### config.mk
export PLATFORM = sky130hd
export DESIGN_NAME = led_seq_ctrl_flat
export DESIGN_NICKNAME = d
export VERILOG_FILES = /design/src/rtl/led_seq_pkg.sv /design/src/rtl/led_seq_ctrl_if.sv /design/src/rtl/led_seq_ctrl_btn_edge.sv /design/src/rtl/led_seq_ctrl.sv /design/src/flat_wrapper.sv
export SDC_FILE = /design/constraint.sdc
export NUM_CORES = 1
export LEC_CHECK = 0
export ABC_AREA = 1
export BUFFER_PORTS_ARGS = -buffer_cell sky130_fd_sc_hd__buf_2
export CORE_MARGIN = 2
export CORE_UTILIZATION = 55
export DETAILED_ROUTE_END_ITERATION = 7
export HOLD_SLACK_MARGIN = 0.12
export PLACE_DENSITY = 0.74
export SLEW_MARGIN = 25
export SYNTH_ARGS = -nofsm -noshare
export SYNTH_HDL_FRONTEND = slang
export SYNTH_SLANG_ARGS = --single-unit
export TNS_END_PERCENT = 1
### constraint.sdc
create_clock -name clock -period 2.93 [get_ports clock]
set_clock_uncertainty 0.2 [all_clocks]
set_input_delay 0.293 -clock clock [delete_from_list [all_inputs] [get_ports clock]]
set_output_delay 0.293 -clock clock [all_outputs]
set_load 0.05 [all_outputs]
### src/rtl/led_seq_pkg.sv
// LED sequencer shared definitions.
// State encoding, table entry layout and reset defaults.
package led_seq_pkg;

    typedef enum logic [1:0] {
        S_IDLE  = 2'd0,
        S_LOAD  = 2'd1,
        S_RUN   = 2'd2,
        S_PAUSE = 2'd3
    } state_t;

    // Table entry layout: {dwell, speed[1:0], dir, mode, color[2:0]}
    localparam int COLOR_LSB = 0;
    localparam int COLOR_W   = 3;
    localparam int MODE_BIT  = 3;
    localparam int DIR_BIT   = 4;
    localparam int SPEED_LSB = 5;
    localparam int SPEED_W   = 2;
    localparam int DWELL_LSB = 7;
    localparam int CFG_W     = 7;

    // Reset configuration: color 001, everything else zero
    localparam logic [CFG_W-1:0] DEF_CFG   = 7'b000_0001;
    localparam logic [2:0]       DEF_COLOR = 3'b001;
    localparam int               DEF_DWELL = 4;

    // Button masks into the rising-edge vector
    localparam logic [3:0] BTN_START_M   = 4'b0001;
    localparam logic [3:0] BTN_SKIP_M    = 4'b0010;
    localparam logic [3:0] BTN_RESTART_M = 4'b0100;

endpackage

### src/rtl/led_seq_ctrl_if.sv
// Configuration handshake toward the shift-LED datapath.
// The sequencer is master, the datapath is slave.
interface led_seq_ctrl_if;

    logic [2:0] cfg_color;
    logic       cfg_mode;
    logic       cfg_dir;
    logic [1:0] cfg_speed;
    logic       cfg_valid;
    logic       cfg_ready;

    modport master (
        output cfg_color,
        output cfg_mode,
        output cfg_dir,
        output cfg_speed,
        output cfg_valid,
        input  cfg_ready
    );

    modport slave (
        input  cfg_color,
        input  cfg_mode,
        input  cfg_dir,
        input  cfg_speed,
        input  cfg_valid,
        output cfg_ready
    );

endinterface

### src/rtl/led_seq_ctrl_btn_edge.sv
// Registered rising-edge detector for the four raw buttons.
// History and pulses are frozen while i_en is low.
module btn_edge (
    input  logic       clock,
    input  logic       reset,
    input  logic       i_en,
    input  logic [3:0] i_btn,
    output logic [3:0] o_rise
);

    logic [3:0] r_prev;

    // Remember last sampled button levels
    always_ff @(posedge clock or posedge reset) begin
        if (reset) begin
            r_prev <= 4'b0000;
        end else if (i_en) begin
            r_prev <= i_btn;
        end
    end

    assign o_rise = i_en ? (i_btn & ~r_prev) : 4'b0000;

endmodule

### src/rtl/led_seq_ctrl.sv
// LED program sequencer: steps through a small table of
// datapath configurations, each held for a dwell time in ticks.
module led_seq_ctrl
    import led_seq_pkg::*;
#(
    parameter int NB_PRESCALE = 24,
    parameter int NB_DWELL    = 5,
    parameter int N_STEPS     = 4
) (
    input  logic                       clock,
    input  logic                       reset,
    input  logic                       i_enable,
    input  logic [3:0]                 i_btn,
    input  logic                       i_wr_en,
    input  logic [$clog2(N_STEPS)-1:0] i_wr_addr,
    input  logic [CFG_W+NB_DWELL-1:0]  i_wr_data,
    led_seq_ctrl_if.master             cfg_if,
    output logic [1:0]                 o_state,
    output logic [$clog2(N_STEPS)-1:0] o_step,
    output logic                       o_tick
);

    localparam int AW  = $clog2(N_STEPS);
    localparam int EW  = CFG_W + NB_DWELL;
    localparam int DCW = NB_DWELL + 1;

    localparam logic [EW-1:0] DEF_ENTRY =
        {NB_DWELL'(DEF_DWELL), DEF_CFG};

    state_t                 r_state;
    state_t                 w_state_nx;
    logic [AW-1:0]          r_step;
    logic [AW-1:0]          w_step_nx;
    logic [NB_PRESCALE-1:0] r_presc;
    logic [NB_PRESCALE-1:0] w_presc_nx;
    logic [DCW-1:0]         r_dwell;
    logic [DCW-1:0]         w_dwell_nx;
    logic [DCW-1:0]         w_dwell_load;
    logic                   r_valid;
    logic                   w_valid_nx;
    logic                   w_capture;
    logic                   w_tick;

    logic [2:0]             r_color;
    logic                   r_mode;
    logic                   r_dir;
    logic [1:0]             r_speed;
    logic [NB_DWELL-1:0]    r_dwell_cap;

    logic [EW-1:0]          r_table [N_STEPS];
    logic [EW-1:0]          w_entry;

    logic [3:0]             w_rise;
    logic                   w_start;
    logic                   w_skip;
    logic                   w_restart;

    btn_edge u_btn_edge (
        .clock  (clock),
        .reset  (reset),
        .i_en   (i_enable),
        .i_btn  (i_btn),
        .o_rise (w_rise)
    );

    assign w_start   = |(w_rise & BTN_START_M);
    assign w_skip    = |(w_rise & BTN_SKIP_M);
    assign w_restart = |(w_rise & BTN_RESTART_M);

    assign w_entry = r_table[r_step];

    // A stored dwell of zero stands for the full 2**NB_DWELL ticks
    assign w_dwell_load = (r_dwell_cap == '0)
                        ? {1'b1, {NB_DWELL{1'b0}}}
                        : {1'b0, r_dwell_cap};

    // Next-state, counter and handshake decisions
    always_comb begin
        w_state_nx = r_state;
        w_step_nx  = r_step;
        w_presc_nx = r_presc;
        w_dwell_nx = r_dwell;
        w_valid_nx = r_valid;
        w_capture  = 1'b0;
        w_tick     = 1'b0;
        if (i_enable) begin
            if (w_restart && (r_state != S_IDLE)) begin
                w_state_nx = S_LOAD;
                w_step_nx  = '0;
                w_valid_nx = 1'b0;
            end else begin
                unique case (r_state)
                    S_IDLE: begin
                        if (w_start) begin
                            w_state_nx = S_LOAD;
                            w_step_nx  = '0;
                        end
                    end
                    S_LOAD: begin
                        if (!r_valid) begin
                            w_capture  = 1'b1;
                            w_valid_nx = 1'b1;
                        end else if (cfg_if.cfg_ready) begin
                            w_state_nx = S_RUN;
                            w_valid_nx = 1'b0;
                            w_dwell_nx = w_dwell_load;
                            w_presc_nx = '0;
                        end
                    end
                    S_RUN: begin
                        if (w_start) begin
                            w_state_nx = S_PAUSE;
                        end else if (w_skip) begin
                            w_step_nx  = r_step + 1'b1;
                            w_state_nx = S_LOAD;
                        end else begin
                            w_presc_nx = r_presc + 1'b1;
                            if (&r_presc) begin
                                w_tick = 1'b1;
                                if (r_dwell == DCW'(1)) begin
                                    w_step_nx  = r_step + 1'b1;
                                    w_state_nx = S_LOAD;
                                end else begin
                                    w_dwell_nx = r_dwell - 1'b1;
                                end
                            end
                        end
                    end
                    S_PAUSE: begin
                        if (w_start) begin
                            w_state_nx = S_RUN;
                        end
                    end
                    default: ;
                endcase
            end
        end
    end

    // FSM, step, prescaler, dwell and valid registers
    always_ff @(posedge clock or posedge reset) begin
        if (reset) begin
            r_state <= S_IDLE;
            r_step  <= '0;
            r_presc <= '0;
            r_dwell <= '0;
            r_valid <= 1'b0;
        end else begin
            r_state <= w_state_nx;
            r_step  <= w_step_nx;
            r_presc <= w_presc_nx;
            r_dwell <= w_dwell_nx;
            r_valid <= w_valid_nx;
        end
    end

    // Latch the current step's entry while valid is low in LOAD
    always_ff @(posedge clock or posedge reset) begin
        if (reset) begin
            r_color     <= DEF_COLOR;
            r_mode      <= 1'b0;
            r_dir       <= 1'b0;
            r_speed     <= 2'b00;
            r_dwell_cap <= NB_DWELL'(DEF_DWELL);
        end else if (w_capture) begin
            r_color     <= w_entry[COLOR_LSB +: COLOR_W];
            r_mode      <= w_entry[MODE_BIT];
            r_dir       <= w_entry[DIR_BIT];
            r_speed     <= w_entry[SPEED_LSB +: SPEED_W];
            r_dwell_cap <= w_entry[DWELL_LSB +: NB_DWELL];
        end
    end

    // Program table, writable in any state
    always_ff @(posedge clock or posedge reset) begin
        if (reset) begin
            for (int i = 0; i < N_STEPS; i++) begin
                r_table[i] <= DEF_ENTRY;
            end
        end else if (i_wr_en) begin
            r_table[i_wr_addr] <= i_wr_data;
        end
    end

    assign cfg_if.cfg_color = r_color;
    assign cfg_if.cfg_mode  = r_mode;
    assign cfg_if.cfg_dir   = r_dir;
    assign cfg_if.cfg_speed = r_speed;
    assign cfg_if.cfg_valid = r_valid;

    assign o_state = r_state;
    assign o_step  = r_step;
    assign o_tick  = w_tick;

endmodule

### src/flat_wrapper.sv
// flat-port wrapper written by rule: the top's interface ports become plain ports
module led_seq_ctrl_flat import led_seq_pkg::*;
#(
    parameter int NB_PRESCALE = 24,
    parameter int NB_DWELL    = 5,
    parameter int N_STEPS     = 4
)
  (clock, reset, i_enable, i_btn, i_wr_en, i_wr_addr, i_wr_data, o_state, o_step, o_tick, cfg_if_cfg_color, cfg_if_cfg_mode, cfg_if_cfg_dir, cfg_if_cfg_speed, cfg_if_cfg_valid, cfg_if_cfg_ready);
  led_seq_ctrl_if cfg_if_i ();
  input  logic clock;
  input  logic reset;
  input  logic i_enable;
  input  logic [3:0] i_btn;
  input  logic i_wr_en;
  input  logic [$clog2(N_STEPS)-1:0] i_wr_addr;
  input  logic [CFG_W+NB_DWELL-1:0] i_wr_data;
  output logic [1:0] o_state;
  output logic [$clog2(N_STEPS)-1:0] o_step;
  output logic o_tick;
  output wire logic [$bits(cfg_if_i.cfg_color)-1:0] cfg_if_cfg_color;
  output wire logic [$bits(cfg_if_i.cfg_mode)-1:0] cfg_if_cfg_mode;
  output wire logic [$bits(cfg_if_i.cfg_dir)-1:0] cfg_if_cfg_dir;
  output wire logic [$bits(cfg_if_i.cfg_speed)-1:0] cfg_if_cfg_speed;
  output wire logic [$bits(cfg_if_i.cfg_valid)-1:0] cfg_if_cfg_valid;
  input wire logic [$bits(cfg_if_i.cfg_ready)-1:0] cfg_if_cfg_ready;
  assign cfg_if_cfg_color = cfg_if_i.cfg_color;
  assign cfg_if_cfg_mode = cfg_if_i.cfg_mode;
  assign cfg_if_cfg_dir = cfg_if_i.cfg_dir;
  assign cfg_if_cfg_speed = cfg_if_i.cfg_speed;
  assign cfg_if_cfg_valid = cfg_if_i.cfg_valid;
  assign cfg_if_i.cfg_ready = cfg_if_cfg_ready;
  led_seq_ctrl #(.NB_PRESCALE(NB_PRESCALE), .NB_DWELL(NB_DWELL), .N_STEPS(N_STEPS)) u_core (.clock(clock), .reset(reset), .i_enable(i_enable), .i_btn(i_btn), .i_wr_en(i_wr_en), .i_wr_addr(i_wr_addr), .i_wr_data(i_wr_data), .cfg_if(cfg_if_i), .o_state(o_state), .o_step(o_step), .o_tick(o_tick));
endmodule
==> run metrics <==
Netlist cell types 32; Final Max Tran Viols 0; crit path max fanout 6; post-DP HPWL 7.93 mm; DR DRC count 0; startpoint types flop; CTS Root Cell clkbuf_8; total global routing overflow 0; Final Wtd Congestion 0.896; path depth of the worst reg2reg path 10; fraction of layout cells with a size suffix above 1 11.5%; met2 Use GR 41.9%; Critical Path End Type output pin; mapped cell area ~5100 sq um; synthesized flop and latch total 98; GRT Total Usage 24.5%; synth warn 0; Fillers 790; end of the worst register-to-register path u_core.r_dwell[1]; # port buffers 34; routed via count 4,697; slowest stage delay, CP 0.47 ns; ANT nets after route 0; WL/cell 13.7 um; status finished clean; CP Data Required Time 2.44 ns; Clock Tree Buf Depth 2; GRT Max-Usage Layer met2; RSZ-0062 raised after global routing false; global-route wire length before repair slightly below 20 mm; clock insertion delay at the later pin of the skew report 0.37 ns; period utilization 92.2%; MaxCap Viol Count 0; CTS H-tree lvls 3; Top FF cell, synth dfrtp_1; max_slew headroom 42.0%; R2R setup slack about 0.76 ns; io pins 36; met1 Track Usage GR 30.2%; TritonCTS clock tree done; Worst-path clk slew 0.11 ns; CP Depth 8; die width about 100 um; total wire length 11.6 mm; cell mode on critical path nand2_1; CP max stage cell dfrtp_1; crit path cell chain ha_2 -> inv_1 -> nor2_4 -> nand2_1 -> nor2_1 -> nand2_1 -> nor3_2 -> buf_2; Tmin final 2.70 ns; largest net degree at the start of global routing 38; Nets 754; Area growth syn-to-layout 13.6%; Hold Vio Cnt, Final 0; Rows 35; Ant. Diodes 0; Final setup violation count 0; critical path launch point u_core.r_presc[0]; initial antenna violation count 0; vias in the first global route 4,383; number of flops mapped to enable cells by yosys 0; Initial Util 56.0%; pwr/cell area approximately 800 nW/um^2; Hold Slack between 0.2 and 0.3 ns; vias per inst roughly 5.6; Syn Inst Count 680; Total Die Area between 10,000 and 15,000 sq um; critical path type reg -> out; leakage 0.00266 uW; Synth async-reset ratio 100%; Sink Count 98; worst path bufs/invs 2; critical path arrival about 2.2 ns; Reg2Reg Launch Point u_core.r_presc[0]; Avg Cell Area, Syn between 7 and 8 sq um; sum of negative setup slack 0 ns; area of the core just over 9000 sq um; measured slew at the worst slew-check pin 0.868 ns; Die Y-Extent 100 um; CP endpoint o_tick; 1st-pass router iterations 5; HP Class in -> reg; Seq/Total Area, Yosys 48.4%; syn_nets 706; clock buffer count from CTS 9; Max IR drop VDD roughly 0.34 mV; crit-path leading delay family simple AND/OR/NAND/NOR gates; fmax approximately 0.37 GHz; GR Util met3 under 10%; DRT iter0 DRCs 222
==> routing by layer <==
metal | up-vias | share of wire (%)
met5 | - | 0
met4 | 0 | 3.2
met3 | 32 | 4.1
met2 | 129 | 50
met1 | 2210 | 43
li1 | 2326 | -
==> sequential cells by signal, summed over array words and instances (netlist names), 2 cells and up <==
register / count
u_core.r_dwell_cap: 5
u_core.r_dwell: 6
u_core.cfg_if.cfg_speed: 2
u_core.o_step: 2
u_core.o_state: 2
u_core.u_btn_edge.r_prev: 3
u_core.cfg_if.cfg_color: 3
u_core.r_table: 48
u_core.r_presc: 24
==> worst reg2reg max path: cells and delay by family, from the launching register on <==
family	cells	cell delay, ns
and+or+nand+nor	7	0.94
DFF	1	0.47
adders and majority gates	1	0.28
buffers and inverters	1	0.11
AOI/OAI and AO/OA	1	0.09
==> power by group <==
group          internal [uW]  switching (uW)
clock                    340             540
combinational            578            1180
sequential              1700             313
==> worst min-delay path by stage <==
stage	slack [ns]	endpoint	cells past startpoint	startpoint
after CTS	0.24	u_core.u_btn_edge.r_prev[0]	4	i_enable
after floorplan	0.21	u_core.u_btn_edge.r_prev[2]	2	i_btn[2]
after global placement	0.26	u_core.u_btn_edge.r_prev[0]	2	u_core.u_btn_edge.r_prev[0]
final	0.27	u_core.u_btn_edge.r_prev[0]	4	i_enable
after global routing	0.30	u_core.r_dwell[5]	2	u_core.r_dwell[5]
after detailed placement	0.26	u_core.r_dwell[5]	2	u_core.r_dwell[5]
==> layout by cell type, fill, tap and decap left out, drive strengths merged <==
| cell type | Yosys | final |
|---|---|---|
| xnor2 | 1 | 1 |
| a31oi | 1 | 1 |
| dlygate4sd3 | 0 | 22 |
| dfstp | 10 | 10 |
| o21a | 2 | 2 |
| clkinvlp | 0 | 1 |
| buf | 10 | 42 |
| clkbuf | 17 | 9 |
| nand2 | 203 | 203 |
| o21bai | 5 | 5 |
| clkinv | 0 | 3 |
| dfrtp | 88 | 88 |
| ha | 3 | 3 |
| a211oi | 1 | 1 |
| o22ai | 1 | 1 |
| nor3 | 3 | 3 |
| o32ai | 12 | 12 |
| nand4 | 13 | 13 |
| or2 | 5 | 5 |
| a21oi | 5 | 5 |
| o21ai | 105 | 105 |
| nand3 | 49 | 49 |
| nor2 | 91 | 91 |
| inv | 55 | 58 |
==> kinds of logic (layout without fill, tap and decap cells) <==
group	count (synthesis)	after routing	synth area share (%)
AND/OR/NAND/NOR	364	364	29.8
buffers and inverters	82	135	6.63
flip-flops	98	98	48.4
AO/OA/AOI/OAI	132	132	14.3
XOR/XNOR	1	1	0.172
adder cells (fa/ha/maj)	3	3	0.736
==> per-stage QoR <==
step	setup WS (ns)	cell area, sq um	power (uW)	cells	utilization, %
2_1_floorplan	0.236	5100	3330	680	-
3_3_place_gp	0.648	5370	3700	806	58.9
3_5_place_dp	0.609	5370	3770	806	58.9
4_1_cts	0.179	5790	4680	844	63.5
5_1_grt	0.0720	5790	5000	844	63.6
6_report	0.228	5790	4660	844	63.6
==> synth_stat cells (all sizes together), types with 2 or more instances <==
| cell type | number | area, sq um |
|---|---|---|
| nor2 | 91 | 375 |
| o32ai | 12 | 105 |
| nor3 | 3 | 20.0 |
| clkbuf | 17 | 63.8 |
| o21a | 2 | 15.0 |
| or2 | 5 | 31.3 |
| dfrtp | 88 | 2200 |
| inv | 55 | 209 |
| nand3 | 49 | 245 |
| nand2 | 203 | 767 |
| o21bai | 5 | 37.5 |
| ha | 3 | 37.5 |
| a21oi | 5 | 25.0 |
| o21ai | 105 | 526 |
| dfstp | 10 | 263 |
| nand4 | 13 | 81.3 |
| buf | 10 | 65.1 |
==> area by class of cell <==
class | instances | area (sq um) | area share (%)
Clock buffer | 9 | 124 | 2.14
Clock inverter | 7 | 76.3 | 1.32
Inverter | 55 | 213 | 3.67
Multi-Input combinational cell | 500 | 2300 | 39.7
Sequential cell | 98 | 2460 | 42.6
Tap cell | 111 | 139 | 2.40
Timing Repair Buffer | 64 | 475 | 8.21
==> repair_timing <==
item                                    4_1_cts  5_1_grt
hold buffers                                 22        0
endpoints found under the hold margin        85        0
gates resized for setup                       0        1
endpoints found under the setup margin        0        1
buffers inserted                              0        0
Note: power is estimated with default switching activity, not from simulation.
